## config.mk

```make
export PLATFORM = sky130hd
export DESIGN_NAME = comparator_reg_flat
export DESIGN_NICKNAME = d
export VERILOG_FILES = /design/src/rtl/comparator_reg_if.sv /design/src/rtl/comparator_reg.sv /design/src/flat_wrapper.sv
export SDC_FILE = /design/constraint.sdc
export NUM_CORES = 1
export LEC_CHECK = 0
export CAP_MARGIN = 20
export CORE_MARGIN = 2
export CORE_UTILIZATION = 49
export CTS_BUF_LIST = sky130_fd_sc_hd__clkbuf_4 sky130_fd_sc_hd__clkbuf_8
export DETAILED_ROUTE_END_ITERATION = 6
export GPL_ROUTABILITY_DRIVEN = 0
export PLACE_DENSITY = 0.82
export SYNTH_ARGS = -nofsm -noshare
export SYNTH_HDL_FRONTEND = slang
export SYNTH_SLANG_ARGS = --single-unit
```

## constraint.sdc

```tcl
create_clock -name clk -period 2.1 [get_ports clk]
set_input_delay 0.42 -clock clk [delete_from_list [all_inputs] [get_ports clk]]
set_output_delay 0.42 -clock clk [all_outputs]
set_load 0.02 [all_outputs]
```

## src/rtl/comparator_reg_if.sv

```systemverilog
// ---------------------------------------------------------------------------
// comparator_reg_if
//   Bundles the operand/control inputs and the registered result outputs of
//   the comparator_reg compare stage.
//
//   Signals:
//     in_valid    : a/b/signed_mode are valid this cycle
//     a, b        : WIDTH-bit operands
//     signed_mode : 0 = unsigned compare, 1 = two's-complement compare
//     cnt_clr     : synchronous clear of all event counters
//     out_valid   : one-cycle pulse per accepted input, flags updated
//     alb/aeb/agb : one-hot A<B / A==B / A>B flags (all 0 before first input)
//     lt_count, eq_count, gt_count : saturating per-outcome event counters
//
//   Modports:
//     master : the producer of operands / consumer of results
//     slave  : the comparator itself
// ---------------------------------------------------------------------------
interface comparator_reg_if #(
    parameter int WIDTH = 4,
    parameter int CNT_W = 8
);
    logic             in_valid;
    logic [WIDTH-1:0] a;
    logic [WIDTH-1:0] b;
    logic             signed_mode;
    logic             cnt_clr;
    logic             out_valid;
    logic             alb;
    logic             aeb;
    logic             agb;
    logic [CNT_W-1:0] lt_count;
    logic [CNT_W-1:0] eq_count;
    logic [CNT_W-1:0] gt_count;

    modport master (
        output in_valid, a, b, signed_mode, cnt_clr,
        input  out_valid, alb, aeb, agb, lt_count, eq_count, gt_count
    );

    modport slave (
        input  in_valid, a, b, signed_mode, cnt_clr,
        output out_valid, alb, aeb, agb, lt_count, eq_count, gt_count
    );
endinterface

```

## src/rtl/comparator_reg.sv

```systemverilog
// ---------------------------------------------------------------------------
// comparator_reg
//   Pipelined (1-cycle latency) magnitude comparator for two WIDTH-bit
//   operands, unsigned or two's-complement, with saturating per-outcome
//   event counters for datapath monitoring. All outputs are registered.
//
//   Ports:
//     clk : rising-edge clock
//     rst : synchronous active-high reset (overrides in_valid and cnt_clr)
//     bus : comparator_reg_if.slave - operands, mode, counter clear in;
//           out_valid, one-hot flags and event counters out
// ---------------------------------------------------------------------------
module comparator_reg #(
    parameter int WIDTH = 4,
    parameter int CNT_W = 8
) (
    input  logic             clk,
    input  logic             rst,
    comparator_reg_if.slave  bus
);

    // Signed compare is done as an unsigned compare after inverting the
    // sign bits: this maps -2^(W-1)..2^(W-1)-1 monotonically onto 0..2^W-1.
    logic [WIDTH-1:0] sign_flip;
    logic [WIDTH-1:0] a_adj;
    logic [WIDTH-1:0] b_adj;
    logic             lt_d;
    logic             eq_d;
    logic             gt_d;
    logic [2:0]       hit;      // [0]=lt, [1]=eq, [2]=gt, qualified by in_valid

    always_comb begin
        sign_flip            = '0;
        sign_flip[WIDTH-1]   = bus.signed_mode;
        a_adj                = bus.a ^ sign_flip;
        b_adj                = bus.b ^ sign_flip;
        lt_d                 = (a_adj < b_adj);
        eq_d                 = (bus.a == bus.b);
        gt_d                 = (a_adj > b_adj);
        hit                  = {gt_d, eq_d, lt_d} & {3{bus.in_valid}};
    end

    // Result flags and valid pulse. Flags hold when no input is accepted.
    logic out_valid_q;
    logic alb_q;
    logic aeb_q;
    logic agb_q;

    always_ff @(posedge clk) begin
        if (rst) begin
            out_valid_q <= 1'b0;
            alb_q       <= 1'b0;
            aeb_q       <= 1'b0;
            agb_q       <= 1'b0;
        end else begin
            out_valid_q <= bus.in_valid;
            if (bus.in_valid) begin
                alb_q <= lt_d;
                aeb_q <= eq_d;
                agb_q <= gt_d;
            end
        end
    end

    // Three identical saturating counters, one per outcome. Clear takes
    // priority over an increment in the same cycle.
    for (genvar gi = 0; gi < 3; gi++) begin : g_cnt
        logic [CNT_W-1:0] cnt_q;
        logic [CNT_W-1:0] cnt_d;

        always_comb begin
            cnt_d = cnt_q;
            if (bus.cnt_clr) begin
                cnt_d = '0;
            end else if (hit[gi] && (cnt_q != {CNT_W{1'b1}})) begin
                cnt_d = cnt_q + CNT_W'(1);
            end
        end

        always_ff @(posedge clk) begin
            if (rst) begin
                cnt_q <= '0;
            end else begin
                cnt_q <= cnt_d;
            end
        end
    end

    assign bus.out_valid = out_valid_q;
    assign bus.alb       = alb_q;
    assign bus.aeb       = aeb_q;
    assign bus.agb       = agb_q;
    assign bus.lt_count  = g_cnt[0].cnt_q;
    assign bus.eq_count  = g_cnt[1].cnt_q;
    assign bus.gt_count  = g_cnt[2].cnt_q;

endmodule

```

## src/flat_wrapper.sv

```systemverilog
// flat-port wrapper written by rule: the top's interface ports become plain ports
module comparator_reg_flat 
#(
    parameter int WIDTH = 4,
    parameter int CNT_W = 8
)
  (clk, rst, bus_in_valid, bus_a, bus_b, bus_signed_mode, bus_cnt_clr, bus_out_valid, bus_alb, bus_aeb, bus_agb, bus_lt_count, bus_eq_count, bus_gt_count);
  comparator_reg_if #(.WIDTH(WIDTH), .CNT_W(CNT_W)) bus_i ();
  input  logic clk;
  input  logic rst;
  input wire logic [$bits(bus_i.in_valid)-1:0] bus_in_valid;
  input wire logic [$bits(bus_i.a)-1:0] bus_a;
  input wire logic [$bits(bus_i.b)-1:0] bus_b;
  input wire logic [$bits(bus_i.signed_mode)-1:0] bus_signed_mode;
  input wire logic [$bits(bus_i.cnt_clr)-1:0] bus_cnt_clr;
  output wire logic [$bits(bus_i.out_valid)-1:0] bus_out_valid;
  output wire logic [$bits(bus_i.alb)-1:0] bus_alb;
  output wire logic [$bits(bus_i.aeb)-1:0] bus_aeb;
  output wire logic [$bits(bus_i.agb)-1:0] bus_agb;
  output wire logic [$bits(bus_i.lt_count)-1:0] bus_lt_count;
  output wire logic [$bits(bus_i.eq_count)-1:0] bus_eq_count;
  output wire logic [$bits(bus_i.gt_count)-1:0] bus_gt_count;
  assign bus_i.in_valid = bus_in_valid;
  assign bus_i.a = bus_a;
  assign bus_i.b = bus_b;
  assign bus_i.signed_mode = bus_signed_mode;
  assign bus_i.cnt_clr = bus_cnt_clr;
  assign bus_out_valid = bus_i.out_valid;
  assign bus_alb = bus_i.alb;
  assign bus_aeb = bus_i.aeb;
  assign bus_agb = bus_i.agb;
  assign bus_lt_count = bus_i.lt_count;
  assign bus_eq_count = bus_i.eq_count;
  assign bus_gt_count = bus_i.gt_count;
  comparator_reg #(.WIDTH(WIDTH), .CNT_W(CNT_W)) u_core (.clk(clk), .rst(rst), .bus(bus_i));
endmodule
```

After elaboration in Yosys (flattened, before gate mapping)
Cells that the tools add are included.
W data, S select, Z words.
{ "op_classes": {"add_sub_neg": 3, "multipliers": 0, "div": 0, "n_lt_le_gt_ge": 2, "n_eq_ne": 4, "shift": 0, "muxes": 0, "n_bitwise": 3, "n_reduce_logical": 4} }
{ "op_table": {"columns": ["op", "count"], "rows": [
  ["$add A8 B1 Y8 const B", 3],
  ["$ne A8 B8 Y1 const B", 3],
  ["$xor A4 B4 Y4", 2],
  ["$eq A4 B4 Y1", 1],
  ["$gt A4 B4 Y1", 1],
  ["$lt A4 B4 Y1", 1],
  ["$and A3 B3 Y3", 1],
  ["$logic_and A1 B1 Y1", 3],
  ["$reduce_or A2 Y1", 1]
]} }
{ "totals": {"ff_bits": 28, "latchBits": 0, "ramBits": 0, "romBits": 0, "in_bits": 13, "output_inout_bits": 28, "word_cells": 23, "n_memories": 0} }

Logic depth before layout (Yosys ltp)
Gate-level depths: netlist of the first run.
{ "logic_depth": {"depth_word": 4, "mapped_depth": 8, "ltp_nobuf": 7} }

Worst setup path after synthesis of the first run
Ideal clock, no wire load.
{ "synth_path": {"kind": "input port to flip-flop", "start": "input port bus_b[1]", "end": "register u_core.g_cnt[2].cnt_q[4], in the netlist u_core.bus.gt_count[4]", "setup_ns": 0.132, "t_arrival_ns": 1.801, "required_ns": 1.968, "slack_ns": 0.167, "stages": 8, "path_buffers": 1, "path_cell_list": "inv_1 -> ha_1 -> nand2b_1 -> a211o_1 -> and3_1 -> clkbuf_1 -> o41ai_1 -> a21oi_1"} }
{ "synth_between": {"elab_chain_len": 4} }
{ "synth_rtl": {"columns": ["element", "line", "rtl"], "rows": [
  ["from (decl)", "flat_wrapper.sv:13", "input wire logic [$bits(bus_i.b)-1:0] bus_b;"],
  ["$xor A4 B4 Y4", "comparator_reg.sv:36", "b_adj = bus.b ^ sign_flip;"],
  ["$gt A4 B4 Y1", "comparator_reg.sv:39", "gt_d = (a_adj > b_adj);"],
  ["$and A3 B3 Y3", "comparator_reg.sv:40", "hit = {gt_d, eq_d, lt_d} & {3{bus.in_valid}};"],
  ["$logic_and A1 B1 Y1", "comparator_reg.sv:75", "end else if (hit[gi] && (cnt_q != {CNT_W{1'b1}})) begin"],
  ["to (signal assigned)", "comparator_reg.sv:84", "cnt_q <= cnt_d;"],
  ["to (decl)", "comparator_reg.sv:68", "logic [CNT_W-1:0] cnt_q;"]
]} }
Every way passes these cells.
A chain may end at the register's enable or synchronous reset.

Worst setup path after layout of the first run
{ "layout_path": {"start": "input port bus_a[1]", "end": "register u_core.g_cnt[2].cnt_q[5], in the netlist u_core.bus.gt_count[5]"} }
{ "layout_between": {"elab_chain_len": 4} }
{ "layout_rtl": {"columns": ["element", "line", "rtl"], "rows": [
  ["from (decl)", "flat_wrapper.sv:12", "input wire logic [$bits(bus_i.a)-1:0] bus_a;"],
  ["$xor A4 B4 Y4", "comparator_reg.sv:35", "a_adj = bus.a ^ sign_flip;"],
  ["$gt A4 B4 Y1", "comparator_reg.sv:39", null],
  ["$and A3 B3 Y3", "comparator_reg.sv:40", null],
  ["$logic_and A1 B1 Y1", "comparator_reg.sv:75", null]
]} }
Every way passes these cells.

==> results of run 1 <==
report_power, final:
part / internal [uW] / switching (uW)
combinational: 84.4 / 86.3
sequential: 539 / 6.03
clock: 193 / 163
total: 816 / 255
layout make-up:
class | count | share of cell area
clock buffers | 3 | 0.0109
well taps | 31 | 0.0187
repair buffers | 52 | 0.238
clock inverters | 1 | 0.0145
multi-input cells | 133 | 0.433
flip-flops and latches | 28 | 0.271
inverters | 8 | 0.0145
logic make-up after synthesis:
| kind of cell | after synthesis | synth area share |
|---|---|---|
| simple gates | 78 | 0.298 |
| compound gates | 40 | 0.173 |
| buf+inv | 17 | 0.0455 |
| xor+xnor | 7 | 0.0412 |
| fa+ha+maj | 6 | 0.0505 |
| mux | 2 | 0.0143 |
| flops | 28 | 0.377 |
cell usage in the layout (no fill, tap or decap), types with 3 or more instances in the layout:
| master | instances |
|---|---|
| a21oi_1 | 16 |
| a41o_1 | 3 |
| and3_1 | 6 |
| buf_4 | 12 |
| clkbuf_4 | 3 |
| clkdlybuf4s50_1 | 39 |
| dfxtp_1 | 28 |
| ha_1 | 4 |
| inv_1 | 7 |
| nand2_1 | 8 |
| nand2b_1 | 3 |
| nand3_1 | 12 |
| nand4_1 | 5 |
| nor2_1 | 16 |
| nor3_1 | 4 |
| o21ai_1 | 9 |
| o41ai_1 | 3 |
| or3_1 | 8 |
| xnor2_1 | 6 |
sequential cells by signal, indices dropped and copies added, names as in the netlist:
name and cells:
u_core.bus.eq_count 8, u_core.bus.gt_count 8, u_core.bus.lt_count 8, u_core.bus.aeb 1, u_core.bus.agb 1, u_core.bus.alb 1
u_core.bus.out_valid 1
metrics by stage:
step	instance area [um2]	TNS (ps)	instances
after floorplan	1490	0	178
after global placement	1980	-4970	252
after detailed placement	1980	-6030	252
after CTS	2030	0	256
after global routing	2070	-33.5	256
final	2070	0	256
what timing repair did:
action,in CTS,in global routing
endpoints found under the hold margin,0,0
endpoints found under the setup margin,0,7
resized for setup,0,6
buffers inserted,0,0
path summary, 6_finish.rpt:
kind / from / endpoint / depth (start not counted)
max reg2reg: u_core.bus.gt_count[0] / u_core.bus.gt_count[2] / 5
min: u_core.bus.aeb / u_core.bus.aeb / 2
min reg2reg: u_core.bus.aeb / u_core.bus.aeb / 2
max: bus_a[1] / u_core.bus.gt_count[5] / 7
worst reg2reg max path: cells and delay by family, from the launching register on:
| family | cells | cell delay [ps] |
|---|---|---|
| compound gates | 2 | 430 |
| flops | 1 | 450 |
| simple gates | 2 | 740 |
| fa+ha+maj | 1 | 220 |
routing by layer:
metal	vias up	wire [um]
li1	747	-
met1	716	1650
met2	45	1940
met3	4	160
met4	0	43
met5	-	0
==> reports/results.ini, run 1 <==
[status]
outcome=complete, no violations

[synthesis]
post-synth-top-count-cell=dfxtp_1
yosys-top-cells-count=dfxtp_1 (28), a21oi_1 (16), nor2_1 (16)
synth_edf_count=0
yosysTopAreaCell=dfxtp_1
synth_cells=178
yosysUniqueCellTypes=42
async_flop_share=0
ys_seq_area_frac=0.377
ys_ff_latch=28
syn-cell-area_mm2=0.00149
synth_fp_nets=197
synth.top_cells.by_area=dfxtp_1 (38%), a21oi_1 (5.4%), ha_1 (5.1%)
yosysWarnings=0
synth_top_area_frac=0.377
avgSynthCellArea_um2=8.35
yosys_most_used_dff=dfxtp_1

[route]
first_pass_iters=4
vias=1512
ant_nets=0
wl_per_cell_um=14.8
drc=0
wirelength_um=3790
initialDrtViolationCount=38
viasPerCell=5.91

[final_layout]
area_growth_pct=39.3
seq_area_um2=561
multiInputGateArea_um2=896
layout-drive-gt1-share=0.116
layout.filler_cells=224
antenna_cells=0
utilization=0.732
finalNetCount=245

[die]
die-width_um=59.1
coreArea_mm2=0.00283
start_util=0.525
io_pins=41
row_count=19
dieArea_mm2=0.00349
die_h_um=59.1

[grt]
met2_usage=0.392
met1_usage=0.272
busiest_layer=met2
grt_pass1_vias=1405
grt_pass1_wl_um=6090
antenna_found_initial=0
grt_usage=0.223
met3_usage=0.0306
grt_max_degree=17
grt_overflow=0

[clock_tree]
clk_path_buf_depth=2
cts_num_sinks=28
cts_tree=done
clock-root-buffer=clkbuf_4
clkTransAtPathRegs_ps=160
cts_hold_buf=0
clock_latency_ps=330
cts_buffers=3
htree_levels=1

[timing]
min_period_over_period=0.975
maxSlewViolCount=0
setup_violations=0
fin_crit_ps=2050
max_clock_freq_mhz=488
rsz0062_at_grt=true
setup_ws_ps=52.7
hold_violations=0
tightestPinTransition_ps=460
slew-limit-headroom=0.692
whs_ps=508
skew_ps=15.1

[place]
numPortBuffers=40
place_ws_ps=-364
dp_hpwl_um=2790

[pwr]
total_leakage_power_uw=0.000765
ir_drop_v=0.000301
total_power_uw=1070
power.density_mw_per_mm2=517

[setup_path]
critPathMaxStageDelay_ps=460
cp-start-kind=input pin
required_ps=2370
crit_path_end_kind=flop
cp_cell_sequence=clkdlybuf4s50_1 > ha_4 > nand2b_4 > a211o_1 > a31oi_2 > or4b_1 > a21oi_1
worst-r2r-setup-slack_ps=210
critical_path_arrival_ps=2310
critPathKind=input pin to flop
critPathSlowestCell=clkdlybuf4s50_1
cp_num_buf_inv=1
critPathTopFamily=compound AO/OA/AOI/OAI gates
crit_fanout=3

[min_path]
hold_class=flop to flop

[job]
drv_cap=0

Power figures use the tool's default switching activity.
==> run 2: changes to the inputs <==
Settings changed: CAP_MARGIN 20 to unset, MAX_ROUTING_LAYER set to met4.
==> run 2 against run 1 <==
  * Final cell count did not move
  * Maximum frequency barely moved
  * Flip-flop and latch count did not move
  * Critical endpoint unchanged
  * Largest power group unchanged
  * Highest routed layer unchanged
==> reports/results.ini, run 2 (synthesized netlist as in run 1, its figures left out) <==
[setup_path]
crit_fanout=3  ; unchanged
worstSetupStartpoint=bus_a[1]  ; unchanged
r2r_cells=5  ; unchanged
worst-r2r-setup-slack_ps=210  ; about the same
critical_path_arrival_ps=2310  ; about the same
required_ps=2370  ; about the same
timing.rr.start=u_core.bus.gt_count[0]  ; unchanged
critPathSlowestCell=clkdlybuf4s50_1  ; unchanged
crit_cells=7  ; unchanged
worst_r2r_endpoint=u_core.bus.gt_count[2]  ; unchanged
cp_cell_sequence=clkdlybuf4s50_1 > ha_4 > nand2b_4 > a211o_1 > a31oi_2 > or4b_1 > a21oi_1  ; unchanged
cp-start-kind=input pin  ; unchanged
cp_num_buf_inv=1  ; unchanged
worstSetupEndpoint=u_core.bus.gt_count[5]  ; unchanged
crit_path_end_kind=flop  ; unchanged
critPathMaxStageDelay_ps=460  ; about the same
critPathTopFamily=compound AO/OA/AOI/OAI gates  ; unchanged
critPathKind=input pin to flop  ; unchanged

[timing]
min_period_over_period=0.975  ; about the same
maxSlewViolCount=0  ; unchanged
skew_ps=15.1  ; about the same
whs_ps=508  ; about the same
rsz0062_at_grt=true  ; unchanged
hold_violations=0  ; unchanged
max_clock_freq_mhz=488  ; about the same
setup_ws_ps=52.7  ; about the same
setup_violations=0  ; unchanged
slew-limit-headroom=0.692  ; about the same
tightestPinTransition_ps=460  ; about the same
fin_crit_ps=2050  ; about the same

[clock_tree]
cts_num_sinks=28  ; unchanged
post_cts_resized=0  ; unchanged
clock-root-buffer=clkbuf_4  ; unchanged
cts_setup_buffers=0  ; unchanged
clock_latency_ps=330  ; about the same
htree_levels=1  ; unchanged
clkTransAtPathRegs_ps=160  ; about the same
clk_path_buf_depth=2  ; unchanged
cts_buffers=3  ; unchanged
cts_tree=done  ; unchanged
cts_hold_buf=0  ; unchanged

[route]
initialDrtViolationCount=38  ; unchanged
drc=0  ; unchanged
viasPerCell=5.91  ; unchanged
wl_per_cell_um=14.8  ; unchanged
vias=1512  ; unchanged
first_pass_iters=4  ; unchanged
ant_nets=0  ; unchanged
wirelength_um=3790  ; unchanged

[die]
coreArea_mm2=0.00283  ; unchanged
start_util=0.525  ; unchanged
row_count=19  ; unchanged
die-width_um=59.1  ; unchanged
io_pins=41  ; unchanged
die_h_um=59.1  ; unchanged
dieArea_mm2=0.00349  ; unchanged

[min_path]
hold_class=flop to flop  ; unchanged

[final_layout]
finalNetCount=245  ; unchanged
layout_common_cells=clkdlybuf4s50_1 (39), dfxtp_1 (28), nor2_1 (16), a21oi_1 (16)  ; unchanged
final_common_cell=clkdlybuf4s50_1  ; unchanged
layout-drive-gt1-share=0.116  ; unchanged
antenna_cells=0  ; unchanged
multiInputGateArea_um2=896  ; unchanged
area_growth_pct=39.3  ; unchanged
seq_area_um2=561  ; unchanged
layout.filler_cells=224  ; unchanged

[place]
place_ws_ps=-364  ; unchanged
numPortBuffers=40  ; unchanged
dp_hpwl_um=2790  ; unchanged

[grt]
grt_pass1_vias=1405  ; unchanged
grt_overflow=0  ; unchanged
grt_usage=0.230  ; was 0.223
antenna_found_initial=0  ; unchanged
grt_max_degree=17  ; unchanged
grt_pass1_wl_um=6090  ; unchanged

[job]
drv_cap=0  ; unchanged

[pwr]
power.density_mw_per_mm2=517  ; about the same
ir_drop_v=0.000301  ; about the same
total_leakage_power_uw=0.000765  ; unchanged

[status]
outcome=complete, no violations  ; unchanged

[run 2: worst min path at each step]
stage / start / slack, ps / cells after the start / endpoint
after floorplan: rst / 490 / 1 / u_core.bus.aeb
after global placement: u_core.bus.aeb / 480 / 2 / u_core.bus.aeb
after detailed placement: u_core.bus.aeb / 490 / 2 / u_core.bus.aeb
after CTS: u_core.bus.aeb / 510 / 2 / u_core.bus.aeb
after global routing: u_core.bus.aeb / 540 / 2 / u_core.bus.aeb
final: u_core.bus.aeb / 510 / 2 / u_core.bus.aeb
[run 2: per-layer routing]
metal / share of wire / wire (um) / track usage / vias up
li1: - / - / - / 747
met1: 0.44 / 1650 / 0.272 / 716
met2: 0.51 / 1940 / 0.392 / 45
met3: 0.042 / 160 / 0.0306 / 4
met4: 0.011 / 43 / 0.0942 / 0
met5: 0 / 0 / - / -
[run 2: report_power, final]
group	leakage [uW]	internal, uW	switching, uW	total [uW]
logic	0.000511	84.4	86.3	171
clock network	0.0000279	193	163	356
registers	0.000226	539	6.03	545
[run 2: metrics by stage]
step / TNS (ps) / utilization / instance area, um2 / instances / power, uW
floorplan: 0 / - / 1490 / 178 / 632
global placement: -4970 / 0.699 / 1980 / 252 / 708
detailed placement: -6030 / 0.699 / 1980 / 252 / 713
CTS: 0 / 0.718 / 2030 / 256 / 1070
global route: -33.5 / 0.732 / 2070 / 256 / 1110
finish: 0 / 0.732 / 2070 / 256 / 1070
[run 2: tightest hold or removal path: cells and delay by family (launching register included)]
family          cells  cell delay (ps)
flops               1              360
simple gates        1               70
compound gates      1               60
[run 2: area by class of cell]
type                       count  area share
clock buffer                   3      0.0109
clock inverter                 1      0.0145
inverter                       8      0.0145
multi-input combinational    133       0.433
sequential                    28       0.271
tap                           31      0.0187
timing repair buffer          52       0.238
==> run 3: changes to the inputs <==
Settings changed: GPL_TIMING_DRIVEN set to 0, SKIP_CTS_REPAIR_TIMING set to 1.
Clock period 2.1 ns to 1.9 ns, I/O delays scaled along.
==> run 3 against run 2 <==
  * Sequential power increased by 10%
  * Register-to-register slack lost 50 ps
  * Final cell count shrank 2.0%
  * Worst setup slack better by 16 ps
  * First-iteration DRC count up 37%
  * Combinational power grew 9%
  * Critical path depth stayed put
==> reports/results.ini, run 3 (synthesized netlist as in run 1, its figures left out) <==
[status]
outcome=complete, no violations  ; unchanged

[setup_path]
cp-start-kind=input pin  ; unchanged
worst_r2r_endpoint=u_core.bus.gt_count[2]  ; unchanged
required_ps=2120  ; was 2370 ps
critPathKind=input pin to flop  ; unchanged
crit_path_end_kind=flop  ; unchanged
r2r_cells=5  ; unchanged
worst-r2r-setup-slack_ps=160  ; was 210 ps
crit_fanout=8  ; was 3
critical_path_arrival_ps=2050  ; was 2310 ps
timing.rr.start=u_core.bus.gt_count[0]  ; unchanged

[place]
dp.cells=249  ; was 252
dp_hpwl_um=2810  ; was 2790 um
numPortBuffers=40  ; unchanged

[final_layout]
layout-drive-gt1-share=0.145  ; was 0.116
layout_common_cells=clkdlybuf4s50_1 (32), dfxtp_1 (26), nor2_1 (16), a21oi_1 (16), nand3_1 (9)  ; was clkdlybuf4s50_1 (39), dfxtp_1 (28), nor2_1 (16), a21oi_1 (16)
utilization=0.741  ; was 0.732
final_common_cell=clkdlybuf4s50_1  ; unchanged
area_growth_pct=41.0  ; was 39.3%
antenna_cells=0  ; unchanged
finalNetCount=241  ; was 245
instances_no_fill=251  ; was 256

[job]
drv_cap=0  ; unchanged

[grt]
grt_overflow=0  ; unchanged
busiest_layer=met2  ; unchanged
met1_usage=0.279  ; was 0.272
met3_usage=0.0306  ; unchanged
grt_pass1_vias=1443  ; was 1405
met2_usage=0.402  ; was 0.392
antenna_found_initial=0  ; unchanged
grt_max_degree=15  ; was 17
grt_pass1_wl_um=6140  ; was 6090 um
grt_usage=0.238  ; was 0.230

[clock_tree]
cts_num_sinks=28  ; unchanged
clk_path_buf_depth=2  ; unchanged
clock-root-buffer=clkbuf_4  ; unchanged
clkTransAtPathRegs_ps=130  ; was 160 ps
clock_latency_ps=330  ; about the same
cts_tree=done  ; unchanged
htree_levels=1  ; unchanged
cts_buffers=3  ; unchanged

[route]
wirelength_um=3960  ; was 3790 um
drc=0  ; unchanged
vias=1518  ; was 1512
viasPerCell=6.05  ; was 5.91
wl_per_cell_um=15.8  ; was 14.8 um
initialDrtViolationCount=52  ; was 38
first_pass_iters=4  ; unchanged
ant_nets=0  ; unchanged

[pwr]
power.density_mw_per_mm2=491  ; was 517 mW/mm2
ir_drop_v=0.000455  ; was 0.000301 V
total_leakage_power_uw=0.000798  ; was 0.000765 uW

[timing]
hold_violations=0  ; unchanged
tightestPinTransition_ps=512  ; was 460 ps
slew-limit-headroom=0.658  ; was 0.692
max_clock_freq_mhz=546
setup_violations=0  ; unchanged
min_period_over_period=0.964
fin_crit_ps=1830
maxSlewViolCount=0  ; unchanged
skew_ps=10.8  ; was 15.1 ps

[min_path]
min_path_cells=2  ; unchanged
min_to=u_core.bus.aeb  ; unchanged
min_from=u_core.bus.aeb  ; unchanged
hold_class=flop to flop  ; unchanged

[die]
io_pins=41  ; unchanged
start_util=0.525  ; unchanged
dieArea_mm2=0.00349  ; unchanged
die-width_um=59.1  ; unchanged
die_h_um=59.1  ; unchanged
coreArea_mm2=0.00283  ; unchanged
row_count=19  ; unchanged

[run 3: changes by cell type in the layout (fill, tap and decap cells not counted), sizes merged]
cell / change
buf: -7
dlymetal6s2s: +7
clkdlybuf4s50: -7
bufinv: -1
clkbuf: +3
[run 3: worst max path at each step]
stage,from,end,slack (ps),cells after the start
2_1_floorplan,bus_b[1],u_core.bus.gt_count[4],7,8
3_3_place_gp,bus_b[1],u_core.bus.gt_count[5],-610,9
3_5_place_dp,bus_b[1],u_core.bus.gt_count[4],-640,9
4_1_cts,bus_b[1],u_core.bus.gt_count[5],-280,9
5_1_grt,bus_in_valid,u_core.bus.eq_count[5],-5,7
6_report,bus_in_valid,u_core.bus.eq_count[5],70,7
[run 3: report_power, final]
group / internal, uW / switching [uW]
clock network: 74.4 / 165
logic: 84.7 / 102
registers: 595 / 6.41
total: 755 / 274
[run 3: per-stage QoR]
step | setup slack, ps | cell area (um2) | TNS, ps | hold WS, ps | total power (uW)
6_report | 68.4 | 2100 | 0 | 518 | 1030
5_1_grt | -4.85 | 2100 | -4.85 | 549 | 1080
4_1_cts | -284 | 1950 | -2650 | 524 | 1010
3_5_place_dp | -639 | 1930 | -11490 | 503 | 768
3_3_place_gp | -614 | 1930 | -10660 | 479 | 763
2_1_floorplan | 7.20 | 1490 | 0 | 449 | 699
[run 3: final cells by class]
type	count	area (um2)
multi-input combinational	133	967
fill	228	733
sequential	28	563
timing repair buffer	42	435
buffer	6	38.8
tap	31	38.8
inverter	8	30.0
clock buffer	3	22.5
[run 3: per-layer routing]
metal | routed length [um] | vias up
li1 | - | 739
met1 | 1650 | 734
met2 | 2120 | 39
met3 | 127 | 6
met4 | 61 | 0
met5 | 0 | -
[run 3: critical path: stages]
cell             delay, ps
clkdlybuf4s50_1        580
inv_1                   80
or3_4                  390
buf_6                  150
nor4b_4                270
xnor2_1                150
nor2_1                  50
